## src/rtl/sseg_scan_ctrl.sv

```systemverilog
// sseg_scan_ctrl: time-multiplexed seven-segment scan controller.
// Walks NDIG digits through BLANK/SHOW slots, presents the active nibble on
// bit3..bit0 and a one-hot active-high enable on an. The displayed value is
// double-buffered and only changes on frame boundaries.
// Optional: `define LEADING_ZERO_BLANK_EN to keep leading zero digits dark.
module sseg_scan_ctrl #(
  parameter int NDIG         = 4,
  parameter int SHOW_CYCLES  = 50000,
  parameter int BLANK_CYCLES = 500
) (
  input  logic            clk,
  input  logic            reset,
  input  logic            enable,
  input  logic            load,
  input  logic [4*NDIG-1:0] value,
  output logic            bit3,
  output logic            bit2,
  output logic            bit1,
  output logic            bit0,
  output logic [NDIG-1:0] an,
  output logic            frame_done,
  output logic            load_ack
);

  localparam int CMAX = (SHOW_CYCLES > BLANK_CYCLES) ? SHOW_CYCLES : BLANK_CYCLES;
  localparam int CW   = (CMAX > 1) ? $clog2(CMAX) : 1;
  localparam int IW   = $clog2(NDIG);

  typedef enum logic {BLANK = 1'b0, SHOW = 1'b1} state_e;

  state_e              state_q, state_d;
  logic [CW-1:0]       cnt_q, cnt_d;
  logic [IW-1:0]       idx_q, idx_d;
  logic [4*NDIG-1:0]   shadow_q, shadow_d;
  logic [4*NDIG-1:0]   pend_val_q, pend_val_d;
  logic                pend_q, pend_d;
  logic [3:0]          nib_q, nib_d;
  logic [NDIG-1:0]     an_q, an_d;
  logic                fd_q, fd_d;
  logic                ack_q, ack_d;
  logic                boundary;
  logic [NDIG-1:0]     lit_mask;

  // Digits allowed to light for the value about to be displayed.
  always_comb begin
    lit_mask = '1;
`ifdef LEADING_ZERO_BLANK_EN
    begin
      logic seen;
      seen = 1'b0;
      for (int k = NDIG-1; k >= 0; k--) begin
        seen        = seen | (shadow_d[4*k +: 4] != 4'h0);
        lit_mask[k] = seen | (k == 0);
      end
    end
`endif
  end

  // Scan sequencing, double-buffer commit and next output values.
  always_comb begin
    state_d    = state_q;
    cnt_d      = cnt_q;
    idx_d      = idx_q;
    shadow_d   = shadow_q;
    pend_d     = pend_q;
    pend_val_d = pend_val_q;
    fd_d       = 1'b0;
    ack_d      = 1'b0;

    // Last SHOW cycle of the last digit, and only when the scan actually moves.
    boundary = enable && (state_q == SHOW) && (cnt_q == CW'(SHOW_CYCLES-1)) &&
               (idx_q == IW'(NDIG-1));

    if (enable) begin
      case (state_q)
        BLANK: begin
          if (cnt_q == CW'(BLANK_CYCLES-1)) begin
            state_d = SHOW;
            cnt_d   = '0;
          end else begin
            cnt_d = cnt_q + 1'b1;
          end
        end
        default: begin
          if (cnt_q == CW'(SHOW_CYCLES-1)) begin
            state_d = BLANK;
            cnt_d   = '0;
            idx_d   = (idx_q == IW'(NDIG-1)) ? '0 : idx_q + 1'b1;
          end else begin
            cnt_d = cnt_q + 1'b1;
          end
        end
      endcase
    end

    if (boundary) begin
      fd_d = 1'b1;
      // A load on the boundary itself wins over any older pending value.
      if (load) begin
        shadow_d = value;
        pend_d   = 1'b0;
        ack_d    = 1'b1;
      end else if (pend_q) begin
        shadow_d = pend_val_q;
        pend_d   = 1'b0;
        ack_d    = 1'b1;
      end
    end else if (load) begin
      pend_val_d = value;
      pend_d     = 1'b1;
    end
  end

  // Output values are derived from the next state so they line up with it.
  always_comb begin
    nib_d = nib_q;
    an_d  = '0;
    // Nibble only moves while dark, so the decoder never glitches a lit digit.
    if (state_d == BLANK) nib_d = shadow_d[4*idx_d +: 4];
    if (enable && (state_d == SHOW) && lit_mask[idx_d]) an_d[idx_d] = 1'b1;
  end

  // All state and registered outputs.
  always_ff @(posedge clk or posedge reset) begin
    if (reset) begin
      state_q    <= BLANK;
      cnt_q      <= '0;
      idx_q      <= '0;
      shadow_q   <= '0;
      pend_val_q <= '0;
      pend_q     <= 1'b0;
      nib_q      <= 4'h0;
      an_q       <= '0;
      fd_q       <= 1'b0;
      ack_q      <= 1'b0;
    end else begin
      state_q    <= state_d;
      cnt_q      <= cnt_d;
      idx_q      <= idx_d;
      shadow_q   <= shadow_d;
      pend_val_q <= pend_val_d;
      pend_q     <= pend_d;
      nib_q      <= nib_d;
      an_q       <= an_d;
      fd_q       <= fd_d;
      ack_q      <= ack_d;
    end
  end

  assign {bit3, bit2, bit1, bit0} = nib_q;
  assign an         = an_q;
  assign frame_done = fd_q;
  assign load_ack   = ack_q;

endmodule
```

## config.mk

```make
export PLATFORM = sky130hd
export DESIGN_NAME = sseg_scan_ctrl
export DESIGN_NICKNAME = d
export VERILOG_FILES = /design/src/rtl/sseg_scan_ctrl.sv
export SDC_FILE = /design/constraint.sdc
export NUM_CORES = 1
export LEC_CHECK = 0
export CORE_AREA = 5 5 91 93
export CTS_CLUSTER_SIZE = 24
export DETAILED_ROUTE_END_ITERATION = 8
export DIE_AREA = 0 0 96 98
export PLACE_DENSITY = 0.65
export SYNTH_ARGS = -nofsm -noshare
export SYNTH_HDL_FRONTEND = slang
export SYNTH_SLANG_ARGS = --single-unit
```

## constraint.sdc

```tcl
create_clock -name clk -period 2.6 [get_ports clk]
set_clock_uncertainty 0.1 [all_clocks]
set_input_delay 0.52 -clock clk [delete_from_list [all_inputs] [get_ports clk]]
set_output_delay 0.52 -clock clk [all_outputs]
set_load 0.05 [all_outputs]
```

; ---- Word level (Yosys, flattened, before mapping)
; Index checks and enable logic that the tools add are counted.
[op_classes]
n_addsub = 2
magnitude_cmp = 2
eq_ne = 3
shifts = 1
muxes = 25
bitwise_logic = 1
reduce_logical = 8
[ops]
columns = operator, n
row1 = 16-bit two-way mux, 6
row2 = 16-bit by 1-bit adder with 16-bit output (second input constant), 1
row3 = 16-bit equality test (second input constant), 1
row4 = 16-bit by 9-bit equality test with 1-bit output (second input constant), 1
row5 = 16-bit by 5-bit variable part select with 4-bit output, 1
row6 = 1-bit two-way mux, 12
row7 = 2-bit two-way mux, 4
row8 = 1-bit logical AND, 6
row9 = 4-bit two-way mux, 1
row10 = 2-bit by 3-bit less-than comparator with 1-bit output (second input constant), 1
row11 = 2-bit by 1-bit adder with 2-bit output (second input constant), 1
row12 = 1-bit binary-select mux with 2-bit select, 1
row13 = 1-bit demux with 2-bit select, 1
row14 = 2-bit equality test (second input constant), 1
row15 = 2-bit by 1-bit greater-or-equal comparator with 1-bit output (second input constant), 1
row16 = 2-bit AND reduction, 1
row17 = 2-bit nonzero test, 1
row18 = 1-bit inverter, 1
[totals]
reg_bits = 62
in_bits = 20
output_inout_bits = 10

; ---- Depth between registers and ports, before layout
; Gate-level depths: netlist of run 1.
[depth]
word_depth = 10
ltp_mapped = 9
mapped_depth_nobuf = 9

; ---- Least setup slack after synthesis of run 1
; OpenSTA, ideal clock, no wires.
[synth_timing]
path_type = reg2reg
from = register cnt_q[0]
to = register nib_q[2]
t_arrival_ns = 2.418
setup_slack_ns = -0.005
stages_incl_launch_ff = 10
n_path_buf = 1
synth_period_minus_slack_ns = 2.605
path_cell_list = dfrtp_1 > ha_1 > or4b_4 > or3_1 > buf_6 > or3_1 > o22a_1 > o211ai_2 > a21oi_2 > a211oi_2
[synth_via]
elab_chain_cells = 5
word_cells_on_any_way = 13
[synth_lines]
columns = element, line_no
row1 = start: declaration, 32  ; logic [CW-1:0] cnt_q, cnt_d;
row2 = start signal: assignment, 138  ; cnt_q <= cnt_d;
row3 = 16-bit equality test, "71, 85"
row4 = 2-bit two-way mux or 1-bit logical AND (tied branches), "85, 71"
row5 = 2-bit two-way mux or 1-bit logical AND (tied branches), "75, 71"
row6 = 2-bit two-way mux or 16-bit two-way mux (tied branches), "74, 96"
row7 = 16-bit by 5-bit variable part select with 4-bit output, 119  ; if (state_d == BLANK) nib_d = shadow_d[4*idx_d +: 4];
row8 = end signal: assignment, 143  ; nib_q <= nib_d;
row9 = end: declaration, 37  ; logic [3:0] nib_q, nib_d;
; Parallel ways exist; a longest one is shown, timed or not.
; A chain may end at the register's enable or synchronous reset.

; ---- Worst setup path after layout of run 1
[layout_timing]
from = register cnt_q[1]
to = register nib_q[1]
[layout_via]
elab_chain_cells = 5
word_cells_on_any_way = 13
[layout_lines]
columns = element, line_no
row1 = 16-bit equality test, 71  ; boundary = enable && (state_q == SHOW) && (cnt_q == CW'(SHOW_CYCLES-1)) &&
row2 = 1-bit logical AND (2 in a row), 71
row3 = 16-bit two-way mux, 96  ; if (boundary) begin
row4 = net shadow_d[9], 34  ; logic [4*NDIG-1:0] shadow_q, shadow_d;
row5 = 16-bit by 5-bit variable part select with 4-bit output, 119
; The timed path passes the listed nets, and every way through them passes these cells.

==> metrics.log, run 1 <==
INFO  metric detailroute.via_count = 2,131
INFO  metric cpMaxStageDelayCell = sky130_fd_sc_hd__or4b_4
INFO  metric mappedNetlistNets = 281
INFO  metric dr.pass1.iters = 4
INFO  metric min-delay-path-class = reg -> reg
INFO  metric grt_start_max_net_pins = 40
INFO  metric io_buffers = 29
INFO  metric critical-path-top-delay-family = simple AND/OR/NAND/NOR gates
INFO  metric power.static_leakage = 1.74 nW
INFO  metric crit_path_cell_trace = ha_2 > or4b_4 > nor3b_4 > buf_6 > nand4_1 > buf_6 > o221a_2 > mux2i_1 > a21oi_1 > a21boi_1
INFO  metric post_synth_instance_area = 2890 sq um
INFO  metric worstMarginPinSlew = 497 ps
INFO  metric multi_input_area = 1270 sq um
INFO  metric violated_checks = setup timing
INFO  metric synth_compound_area_frac = 0.123
INFO  metric finalMaxSlewViolations = 0
INFO  metric cp_max_fo = 12
INFO  metric critPathCaptureType = flop
INFO  metric final_net_count = 344
INFO  metric p_total = 2.25 mW
INFO  metric timing.fmax = 384 MHz
INFO  metric via_count_of_the_first_global_routing_pass = 2,164
INFO  metric antenna_left = 0
INFO  metric synth_top_family_by_area = simple AND/OR/NAND/NOR gates
INFO  metric hold_ws = 411 ps
INFO  metric worst-r2r-cell-count = 10
INFO  metric timing.critical_path.required = 2730 ps
INFO  metric design.die.area = 9410 sq um
INFO  metric grt_pass1_wl = 10.2 mm
INFO  metric yosysTopAreaCellShare = 0.537
INFO  metric cts-root-buf = sky130_fd_sc_hd__clkbuf_8
INFO  metric tritoncts = done
INFO  metric grt.total_usage = 0.142
INFO  metric setup.worst_path.class = reg -> reg
INFO  metric postSynthRegisterBits = 62
INFO  metric worst_setup_path_start_kind = flop
INFO  metric grt_setup_unrepaired = yes
INFO  metric syn_area_per_cell = 11.1 sq um
INFO  metric initial_cell_density_of_the_core = 0.388
INFO  metric synth_top_area_cell = sky130_fd_sc_hd__dfrtp_1
INFO  metric post_synth_and_or_nand_nor_area_fraction = 0.161
INFO  metric area.growth.synth_to_final = 29.7%
INFO  metric synth-seq-area-share = 0.537
INFO  metric n_fill_cell = 692
INFO  metric setup_viol = 2
INFO  metric power_density = 602 nW/um^2
INFO  metric ir_worst_vdd = 0.317 mV
INFO  metric yosys.area_share.xor_xnor = 0.0364
INFO  metric core = 7450 sq um
INFO  metric placementRows = 32
INFO  metric largest_stage_delay_on_the_critical_path = 490 ps
INFO  metric gate_count_of_the_mapped_netlist = 259
INFO  metric setup_ws = -4.24 ps
INFO  metric path_depth = 10
INFO  metric gr-total-overflow = 0
INFO  metric drc = 0
INFO  metric initial_antenna_violation_count = 0
INFO  metric synth_edf_count = 0
INFO  metric via_per_inst = 4.97
INFO  metric max-slew-margin-rel = 0.667
INFO  metric final_layout_size_suffix_gt1_frac = 0.248
INFO  metric die_height = 98 um
INFO  metric yosys-top-cells-area = sky130_fd_sc_hd__dfrtp_1, sky130_fd_sc_hd__mux2_2, sky130_fd_sc_hd__nor2_1, sky130_fd_sc_hd__nand2_1, sky130_fd_sc_hd__mux2i_1
INFO  metric post_synth_num_cell_types = 46
INFO  metric clk_latency = 340 ps
INFO  metric worst-endpoint-arrival = 2730 ps
INFO  metric period_minus_slack = 2600 ps
INFO  metric ys.flop_type = sky130_fd_sc_hd__dfrtp_1
INFO  metric detail_route.iter0.violations = 75
INFO  metric synth.mux.area_fraction = 0.105
INFO  metric final_hold_viol_count = 0
INFO  metric numClockSinks = 62
INFO  metric outcome = complete, but fails checks
INFO  metric io_pins = 30
INFO  metric regArea = 1550 sq um
INFO  metric synthesis.yosys.warnings = 0
INFO  metric route.final.wire_length = 6.00 mm
INFO  metric ctsHtreeMaxLevel = 3
INFO  metric critical_path.most_common_cell = sky130_fd_sc_hd__buf_6
INFO  metric postSynth.asyncResetShare = 1.00
INFO  metric cts.reportedPaths.clkPinSlew = 70 ps
INFO  metric cts_max_path_buffers = 2
INFO  metric area_share_of_fa_ha_maj_cells_after_synthesis = 0.00867
INFO  metric detail_route.wl_per_cell = 14.0 um
INFO  metric dpl.hpwl = 4.29 mm
INFO  metric finalCoreUtilization = 0.503
INFO  metric post-route-period-util = 1.00
INFO  metric holdPathStages = 1
INFO  metric place_congestion = 0.774
INFO  metric numCtsBuffers = 9
INFO  metric cp.buffers_inverters = 2
INFO  metric antenna_cells = 0
INFO  metric cap_viol_max_count = 0
INFO  metric chip_width = 96 um
path summary, 6_finish.rpt:
path / slack (ps) / to / from
setup / recovery: -4 / nib_q[1] / cnt_q[1]
hold / removal: 410 / pend_val_q[1] / pend_val_q[1]
setup reg to reg: -4 / nib_q[1] / cnt_q[1]
hold reg to reg: 410 / pend_val_q[1] / pend_val_q[1]
max in group asynchronous: 1520 / an[3] / reset
min in group asynchronous: 440 / nib_q[3] / reset
cell usage in the layout (no fill, tap or decap), types with 2 or more instances in the layout:
cell type	count
sky130_fd_sc_hd__nor2_1	35
sky130_fd_sc_hd__buf_12	2
sky130_fd_sc_hd__mux2_2	17
sky130_fd_sc_hd__bufinv_16	2
sky130_fd_sc_hd__nand4_1	3
sky130_fd_sc_hd__buf_4	24
sky130_fd_sc_hd__xnor2_1	4
sky130_fd_sc_hd__o2bb2a_1	2
sky130_fd_sc_hd__inv_1	9
sky130_fd_sc_hd__o21bai_1	8
sky130_fd_sc_hd__and3_1	4
sky130_fd_sc_hd__clkinv_2	2
sky130_fd_sc_hd__nand2_1	26
sky130_fd_sc_hd__mux2i_1	9
sky130_fd_sc_hd__xor2_1	8
sky130_fd_sc_hd__a21boi_1	2
sky130_fd_sc_hd__nor3_1	2
sky130_fd_sc_hd__nand3_1	8
sky130_fd_sc_hd__clkdlybuf4s50_1	29
sky130_fd_sc_hd__o211ai_1	3
sky130_fd_sc_hd__o221a_2	8
sky130_fd_sc_hd__or3_1	3
sky130_fd_sc_hd__a22oi_1	2
sky130_fd_sc_hd__buf_6	3
sky130_fd_sc_hd__a21oi_1	3
sky130_fd_sc_hd__o22ai_1	4
sky130_fd_sc_hd__dfrtp_1	62
sky130_fd_sc_hd__clkbuf_8	9
sky130_fd_sc_hd__o21ai_0	4
sky130_fd_sc_hd__and2_1	3
logic make-up after synthesis:
group                      count (synthesis)
DFF                                       62
and+or+nand+nor                           95
AOI/OAI and AO/OA                         44
xor gates and xnor gates                  12
muxes                                     27
buffers and inverters                     17
adders and majority gates                  2
metal layers:
| layer | up-vias | part of all wire | global-route usage |
|---|---|---|---|
| li1 | 1041 | - | - |
| met1 | 1040 | 0.47 | 0.187 |
| met2 | 37 | 0.46 | 0.209 |
| met3 | 13 | 0.038 | 0.0362 |
| met4 | 0 | 0.027 | 0.0788 |
| met5 | - | 0 | 0 |
registers in the layout, indices dropped and copies added (netlist names), 2 cells and up:
name,flops
pend_val_q,16
idx_q,2
nib_q,4
cnt_q,16
shadow_q,16
an,4
power by group:
group | switching (mW) | internal (mW)
clock | 0.381 | 0.538
combinational | 0.109 | 0.140
sequential | 0.0555 | 1.03
total | 0.545 | 1.71
metrics by stage:
| stage | std cells | setup WS [ps] | instance area (sq um) | setup TNS, ps |
|---|---|---|---|---|
| 2_1_floorplan | 259 | 33.9 | 2890 | 0 |
| 3_3_place_gp | 409 | 60.0 | 3480 | 0 |
| 3_5_place_dp | 409 | 30.6 | 3480 | 0 |
| 4_1_cts | 425 | 11.5 | 3700 | 0 |
| 5_1_grt | 429 | -121 | 3750 | -625 |
| 6_report | 429 | -4.24 | 3750 | -8.21 |
cell usage after synthesis, types with 4 or more instances:
| library cell | number |
|---|---|
| sky130_fd_sc_hd__nand3_1 | 8 |
| sky130_fd_sc_hd__nand2_1 | 26 |
| sky130_fd_sc_hd__xnor2_1 | 4 |
| sky130_fd_sc_hd__o221a_2 | 8 |
| sky130_fd_sc_hd__nor2_1 | 35 |
| sky130_fd_sc_hd__inv_1 | 10 |
| sky130_fd_sc_hd__clkbuf_1 | 4 |
| sky130_fd_sc_hd__o22ai_1 | 4 |
| sky130_fd_sc_hd__mux2i_1 | 9 |
| sky130_fd_sc_hd__o21ai_0 | 4 |
| sky130_fd_sc_hd__mux2_2 | 17 |
| sky130_fd_sc_hd__o21bai_1 | 8 |
| sky130_fd_sc_hd__dfrtp_1 | 62 |
| sky130_fd_sc_hd__xor2_1 | 8 |
| sky130_fd_sc_hd__and3_1 | 4 |
timing repair:
item                                   in CTS  in global routing
endpoints found under the hold margin       0                  0
setup buffers                               0                  3
setup endpoints to repair                   0                 14
hold buffers                                0                  0
gates resized for setup                     0                  5
cell type report:
class / instances / share of cell area
Tap cell: 102 / 0.0341
Timing Repair Buffer: 59 / 0.147
Sequential cell: 62 / 0.414
Multi-Input combinational cell: 180 / 0.338
Clock inverter: 6 / 0.0230
Clock buffer: 10 / 0.0341
Inverter: 10 / 0.0100
Note: power is estimated with default switching activity, not from simulation.
==> run 2: changes to the inputs <==
- DONT_BUFFER_PORTS: unset -> 1
- PLACE_DENSITY: 0.65 -> 0.6
==> metrics.log, run 2 (same netlist as run 1, synthesis figures left out) <==
INFO  metric outcome = finished clean (was complete, but fails checks)
INFO  metric largest_stage_delay_on_the_critical_path = 500 ps (was 490 ps)
INFO  metric cts-root-buf = sky130_fd_sc_hd__clkbuf_8 (unchanged)
INFO  metric final_hold_viol_count = 0 (unchanged)
INFO  metric setup.worst_path.class = reg -> reg (unchanged)
INFO  metric cp_max_fo = 9 (was 12)
INFO  metric place_congestion = 0.812 (was 0.774)
INFO  metric dr.pass1.iters = 4 (unchanged)
INFO  metric drc = 0 (unchanged)
INFO  metric max-slew-margin-rel = 0.536 (was 0.667)
INFO  metric detail_route.iter0.violations = 72 (was 75)
INFO  metric period_minus_slack = 2580 ps (was 2600 ps)
INFO  metric io_pins = 30 (unchanged)
INFO  metric route.final.wire_length = 5.79 mm (was 6.00 mm)
INFO  metric cts_max_path_buffers = 2 (unchanged)
INFO  metric min-delay-path-class = in -> async (was reg -> reg)
INFO  metric final_net_count = 306 (was 344)
INFO  metric grt.total_usage = 0.140 (was 0.142)
INFO  metric finalCoreUtilization = 0.457 (was 0.503)
INFO  metric finish.cell_count_without_fillers = 390 (was 429)
INFO  metric core = 7450 sq um (unchanged)
INFO  metric io_buffers = 0 (was 29)
INFO  metric tritoncts = done (unchanged)
INFO  metric dpl_cell_area = 3170 sq um (was 3480 sq um)
INFO  metric cp.buffers_inverters = 1 (was 2)
INFO  metric area.growth.synth_to_final = 17.9% (was 29.7%)
INFO  metric initial_cell_density_of_the_core = 0.388 (unchanged)
INFO  metric layout_common_cells = sky130_fd_sc_hd__dfrtp_1, sky130_fd_sc_hd__nor2_1, sky130_fd_sc_hd__nand2_1 (was sky130_fd_sc_hd__dfrtp_1, sky130_fd_sc_hd__nor2_1, sky130_fd_sc_hd__clkdlybuf4s50_1)
INFO  metric antenna_cells = 0 (unchanged)
INFO  metric critical-path-top-delay-family = simple AND/OR/NAND/NOR gates (unchanged)
INFO  metric gr-total-overflow = 0 (unchanged)
INFO  metric antenna_left = 0 (unchanged)
INFO  metric numCtsBuffers = 9 (unchanged)
INFO  metric layout_commonest_cell = sky130_fd_sc_hd__dfrtp_1 (unchanged)
INFO  metric grt_start_max_net_pins = 34 (was 40)
INFO  metric reg.largest.list = cnt_q (16), pend_val_q (16), shadow_q (16) (unchanged)
INFO  metric via_count_of_the_first_global_routing_pass = 2,089 (was 2,164)
INFO  metric p_total = 2.24 mW (was 2.25 mW)
INFO  metric chip_width = 96 um (unchanged)
INFO  metric final_layout_size_suffix_gt1_frac = 0.257 (was 0.248)
INFO  metric detail_route.wl_per_cell = 14.8 um (was 14.0 um)
INFO  metric critPathCaptureType = flop (unchanged)
INFO  metric numClockSinks = 62 (unchanged)
INFO  metric initial_antenna_violation_count = 0 (unchanged)
INFO  metric design.die.area = 9410 sq um (unchanged)
INFO  metric placementRows = 32 (unchanged)
INFO  metric cpMaxStageDelayCell = sky130_fd_sc_hd__or4b_4 (unchanged)
INFO  metric cts.reportedPaths.clkPinSlew = 70 ps (about the same)
INFO  metric post-route-period-util = 0.991 (was 1.00)
INFO  metric timing.fmax = 388 MHz (was 384 MHz)
INFO  metric finalMaxSlewViolations = 0 (unchanged)
INFO  metric crit_path_cell_trace = ha_1 > or4b_4 > nor3b_4 > nand3_2 > mux2i_4 > buf_12 > mux2i_1 > a22oi_1 > o21a_1 (was ha_2 > or4b_4 > nor3b_4 > buf_6 > nand4_1 > buf_6 > o221a_2 > mux2i_1 > a21oi_1 > a21boi_1)
INFO  metric grt_pass1_wl = 10.1 mm (was 10.2 mm)
INFO  metric final_cell_area = 3410 sq um (was 3750 sq um)
INFO  metric ctsHtreeMaxLevel = 3 (unchanged)
INFO  metric detailroute.via_count = 1,982 (was 2,131)
INFO  metric worst-endpoint-arrival = 2700 ps (was 2730 ps)
INFO  metric cap_viol_max_count = 0 (unchanged)
INFO  metric ir_worst_vdd = 0.215 mV (was 0.317 mV)
INFO  metric setup_viol = 0 (was 2)
INFO  metric via_per_inst = 5.08 (was 4.97)
INFO  metric power.static_leakage = 1.60 nW (was 1.74 nW)
INFO  metric clk_latency = 340 ps (about the same)
INFO  metric die_height = 98 um (unchanged)
INFO  metric hold_ws = 71.1 ps (was 411 ps)
INFO  metric placedCellCount = 375 (was 409)
INFO  metric timing.critical_path.required = 2730 ps (about the same)
INFO  metric worstMarginPinSlew = 695 ps (was 497 ps)
INFO  metric power_density = 658 nW/um^2 (was 602 nW/um^2)
INFO  metric cts_hold_repair.buffers = 0 (unchanged)
INFO  metric grt_setup_unrepaired = yes (unchanged)
INFO  metric worst_setup_path_start_kind = flop (unchanged)
INFO  metric dpl.hpwl = 4.19 mm (was 4.29 mm)
==> run 2: stage by stage <==
| step | TNS (ps) | setup WS [ps] |
|---|---|---|
| after floorplan | 0 | 33.9 |
| after global placement | 0 | 88.2 |
| after detailed placement | -26.9 | -26.9 |
| after CTS | 0 | 2.06 |
| after global routing | -390 | -119 |
| final | 0 | 23.1 |
==> run 2: routing by layer <==
metal,wire length (um),share of wire,up-vias,GRT usage
met3,344,0.059,8,0.0508
li1,-,-,973,-
met2,2560,0.44,37,0.190
met1,2800,0.48,964,0.192
met4,82,0.014,0,0.0722
met5,0,0,-,0
==> run 2: power by group <==
group / total [mW] / leakage (nW) / switching, mW / internal, mW
Combinational: 0.218 / 0.673 / 0.101 / 0.117
Sequential: 1.08 / 0.811 / 0.0538 / 1.03
Clock: 0.939 / 0.115 / 0.355 / 0.583
Total: 2.24 / 1.60 / 0.510 / 1.73
==> run 2: worst register-to-register path, delay by kind of cell (launching register included) <==
family	cells	cell delay [ps]
AO/OA/AOI/OAI	2	210
adder cells (fa/ha/maj)	1	160
buffers and inverters	1	160
flip-flops	1	350
multiplexers	2	470
AND/OR/NAND/NOR	3	1020
==> run 2: path summary, 6_finish.rpt <==
path / startpoint / to / slack (ps) / cells past startpoint
min reg2reg: cnt_q[13] / cnt_q[13] / 410 / 1
max in group asynchronous: reset / pend_val_q[10] / 1720 / 2
max: cnt_q[0] / nib_q[0] / 20 / 9
max reg2reg: cnt_q[0] / nib_q[0] / 20 / 9
min: reset / an[0] / 70 / 1
min in group clk: enable / cnt_q[1] / 210 / 1
==> run 2: timing repair <==
item                                    CTS  global route
gates cloned                              0             0
gates resized for setup                   2             2
endpoints found under the setup margin    2             6
buffers inserted                          0             0
==> run 2: cell type report <==
type	count	area (sq um)
inverter	10	37.5
clock buffer	11	151
sequential	62	1550
fill	714	4040
clock inverter	4	70.1
tap	102	128
timing repair buffer	21	195
multi-input combinational	180	1270
==> variant, RTL diff (flow settings as in run 1) <==
Set the parameter `BLANK_CYCLES` to 250 (it was 500).
--- a/src/rtl/sseg_scan_ctrl.sv
+++ b/src/rtl/sseg_scan_ctrl.sv
@@ -6,7 +6,7 @@
 module sseg_scan_ctrl #(
   parameter int NDIG         = 4,
   parameter int SHOW_CYCLES  = 50000,
-  parameter int BLANK_CYCLES = 500
+  parameter int BLANK_CYCLES = 250
 ) (
   input  logic            clk,
   input  logic            reset,
Function: no difference found for any inputs over 10 cycles, from zero or initial values and one cycle with reset high; that may be too few to reach the edited logic, so the function may still have changed.
==> variant against run 1 <==
The run still ends with setup timing left; worst setup slack lost 0.090 ns; total power down 6.2%; cell area grew 11%; sequential cell count stayed put; area after synthesis is 10% higher; non-clock buffer count increased by 21; global-route usage grew 4.5 points; combinational power rose by 20%; wire length grew 32%; count of clock-buffer cells in the layout up 2; critical path type unchanged; critical endpoint is now nib_q[2]; largest cell class is now multi-input gates; largest power group unchanged.
==> variant: results (changes against run 1) <==
| Metric | Value |
|---|---|
| Status | finished with violations |
| Failing checks | setup timing |
| First-pass GRT wire length | 13,720 um (+34%) |
| Detail Placement HPWL | 5814 um (+35%) |
| Total GRT Usage | 0.1869 (+0.04528) |
| Post-layout net count | 435 (+26%) |
| Dpl cells | 502 (+23%) |
| Worst path slowest cell | or4_4 |
| Static Leak | 1.922 nW (+10%) |
| M1 GR Usage | 0.2437 (+0.05649) |
| Final worst-path setup slack | -0.09431 ns (-0.09008 ns) |
| Top post-synthesis cells by area | dfrtp_1, nor2_1, mux2_2 |
| Hold WS | 0.4047 ns (-0.006178 ns) |
| Number of global-route vias before repair | 2,844 (+31%) |
| Global Route met2 Usage | 0.2990 (+0.08975) |
| VDD IR max | 267.0 uV (-16%) |
| Top post-synthesis cells by count | nor2_1, dfrtp_1, nand2_1 |
| WL final | 7902 um (+32%) |
| Slew Limit Headroom | 0.6621 (-0.005373) |
| Seq/Total Area, Yosys | 0.4867 (-0.05061) |
| Met2 WL | 3822 um (+38%) |
| Per-cell routed wire length | 15.23 um (+8.9%) |
| Setup violators final | 2 (unchanged) |
| Fillers | 697 (+0.72%) |
| Arrival time at the worst endpoint | 2.82 ns (+0.09 ns) |
| Post-synthesis net count | 358 (+27%) |
| Synth cell types | 47 (+2.2%) |
| Gpl congestion | 0.8706 (+12%) |
| M3 GR Usage | 0.04237 (+0.006163) |
| Wire length on met1 | 3577 um (+26%) |
| Switching power | 562.7 uW (+3.2%) |
| Vias per cell | 5.301 (+6.7%) |
| Worst path max stage delay | 0.56 ns (+0.07 ns) |
| Pin count of the biggest net entering global routing | 24 (-40%) |
| Setup TNS | -0.1247 ns (-0.1164 ns) |
| Starting DRC count in detailed routing | 112 (+49%) |
| Pre-CTS setup slack | -0.1176 ns (-0.1482 ns) |
| Max Fanout on Critical Path | 6 (-6) |
[variant: worst paths after layout]
| kind | from | end | depth (start not counted) |
|---|---|---|---|
| worst max-delay path | cnt_q[10] | nib_q[2] | 8 |
| worst min-delay path | pend_val_q[14] | pend_val_q[14] | 1 |
| worst max register to register | cnt_q[10] | nib_q[2] | 8 |
| worst min register to register | pend_val_q[14] | pend_val_q[14] | 1 |
| max in group asynchronous | reset | shadow_q[11] | 3 |
| min in group asynchronous | reset | cnt_q[3] | 2 |
[variant: cell families after synthesis]
family	Yosys count	share of synthesized area
and+or+nand+nor	153	0.2355
DFF	62	0.4867
AOI/OAI and AO/OA	57	0.1166
muxes	27	0.09223
buffers and inverters	23	0.02982
xor gates and xnor gates	10	0.02747
adders and majority gates	3	0.01178
[variant: repair_timing]
action	in CTS	in global routing
hold endpoints to repair	0	0
setup buffers	1	0
gates resized for setup	6	5
endpoints found under the setup margin	4	23
hold buffers	0	0
pin swaps	0	1
[variant: cell type report]
| cell class | count | area [um2] | area share |
|---|---|---|---|
| clock buffers | 12 | 145.1 | 0.03501 |
| clock inverters | 4 | 22.52 | 0.005433 |
| inverters | 9 | 33.78 | 0.008150 |
| multi-input cells | 250 | 1572 | 0.3791 |
| flip-flops and latches | 62 | 1551 | 0.3743 |
| well taps | 102 | 127.6 | 0.03079 |
| repair buffers | 80 | 693.2 | 0.1672 |
[variant: power groups by stage]
| stage | Combinational [mW] | Sequential [mW] | Clock (mW) |
|---|---|---|---|
| floorplan | 0.132 | 1.10 | 0 |
| global placement | 0.292 | 1.09 | 0 |
| detailed placement | 0.300 | 1.09 | 0 |
| CTS | 0.301 | 1.07 | 0.765 |
| global route | 0.335 | 1.08 | 0.811 |
| finish | 0.300 | 1.07 | 0.743 |
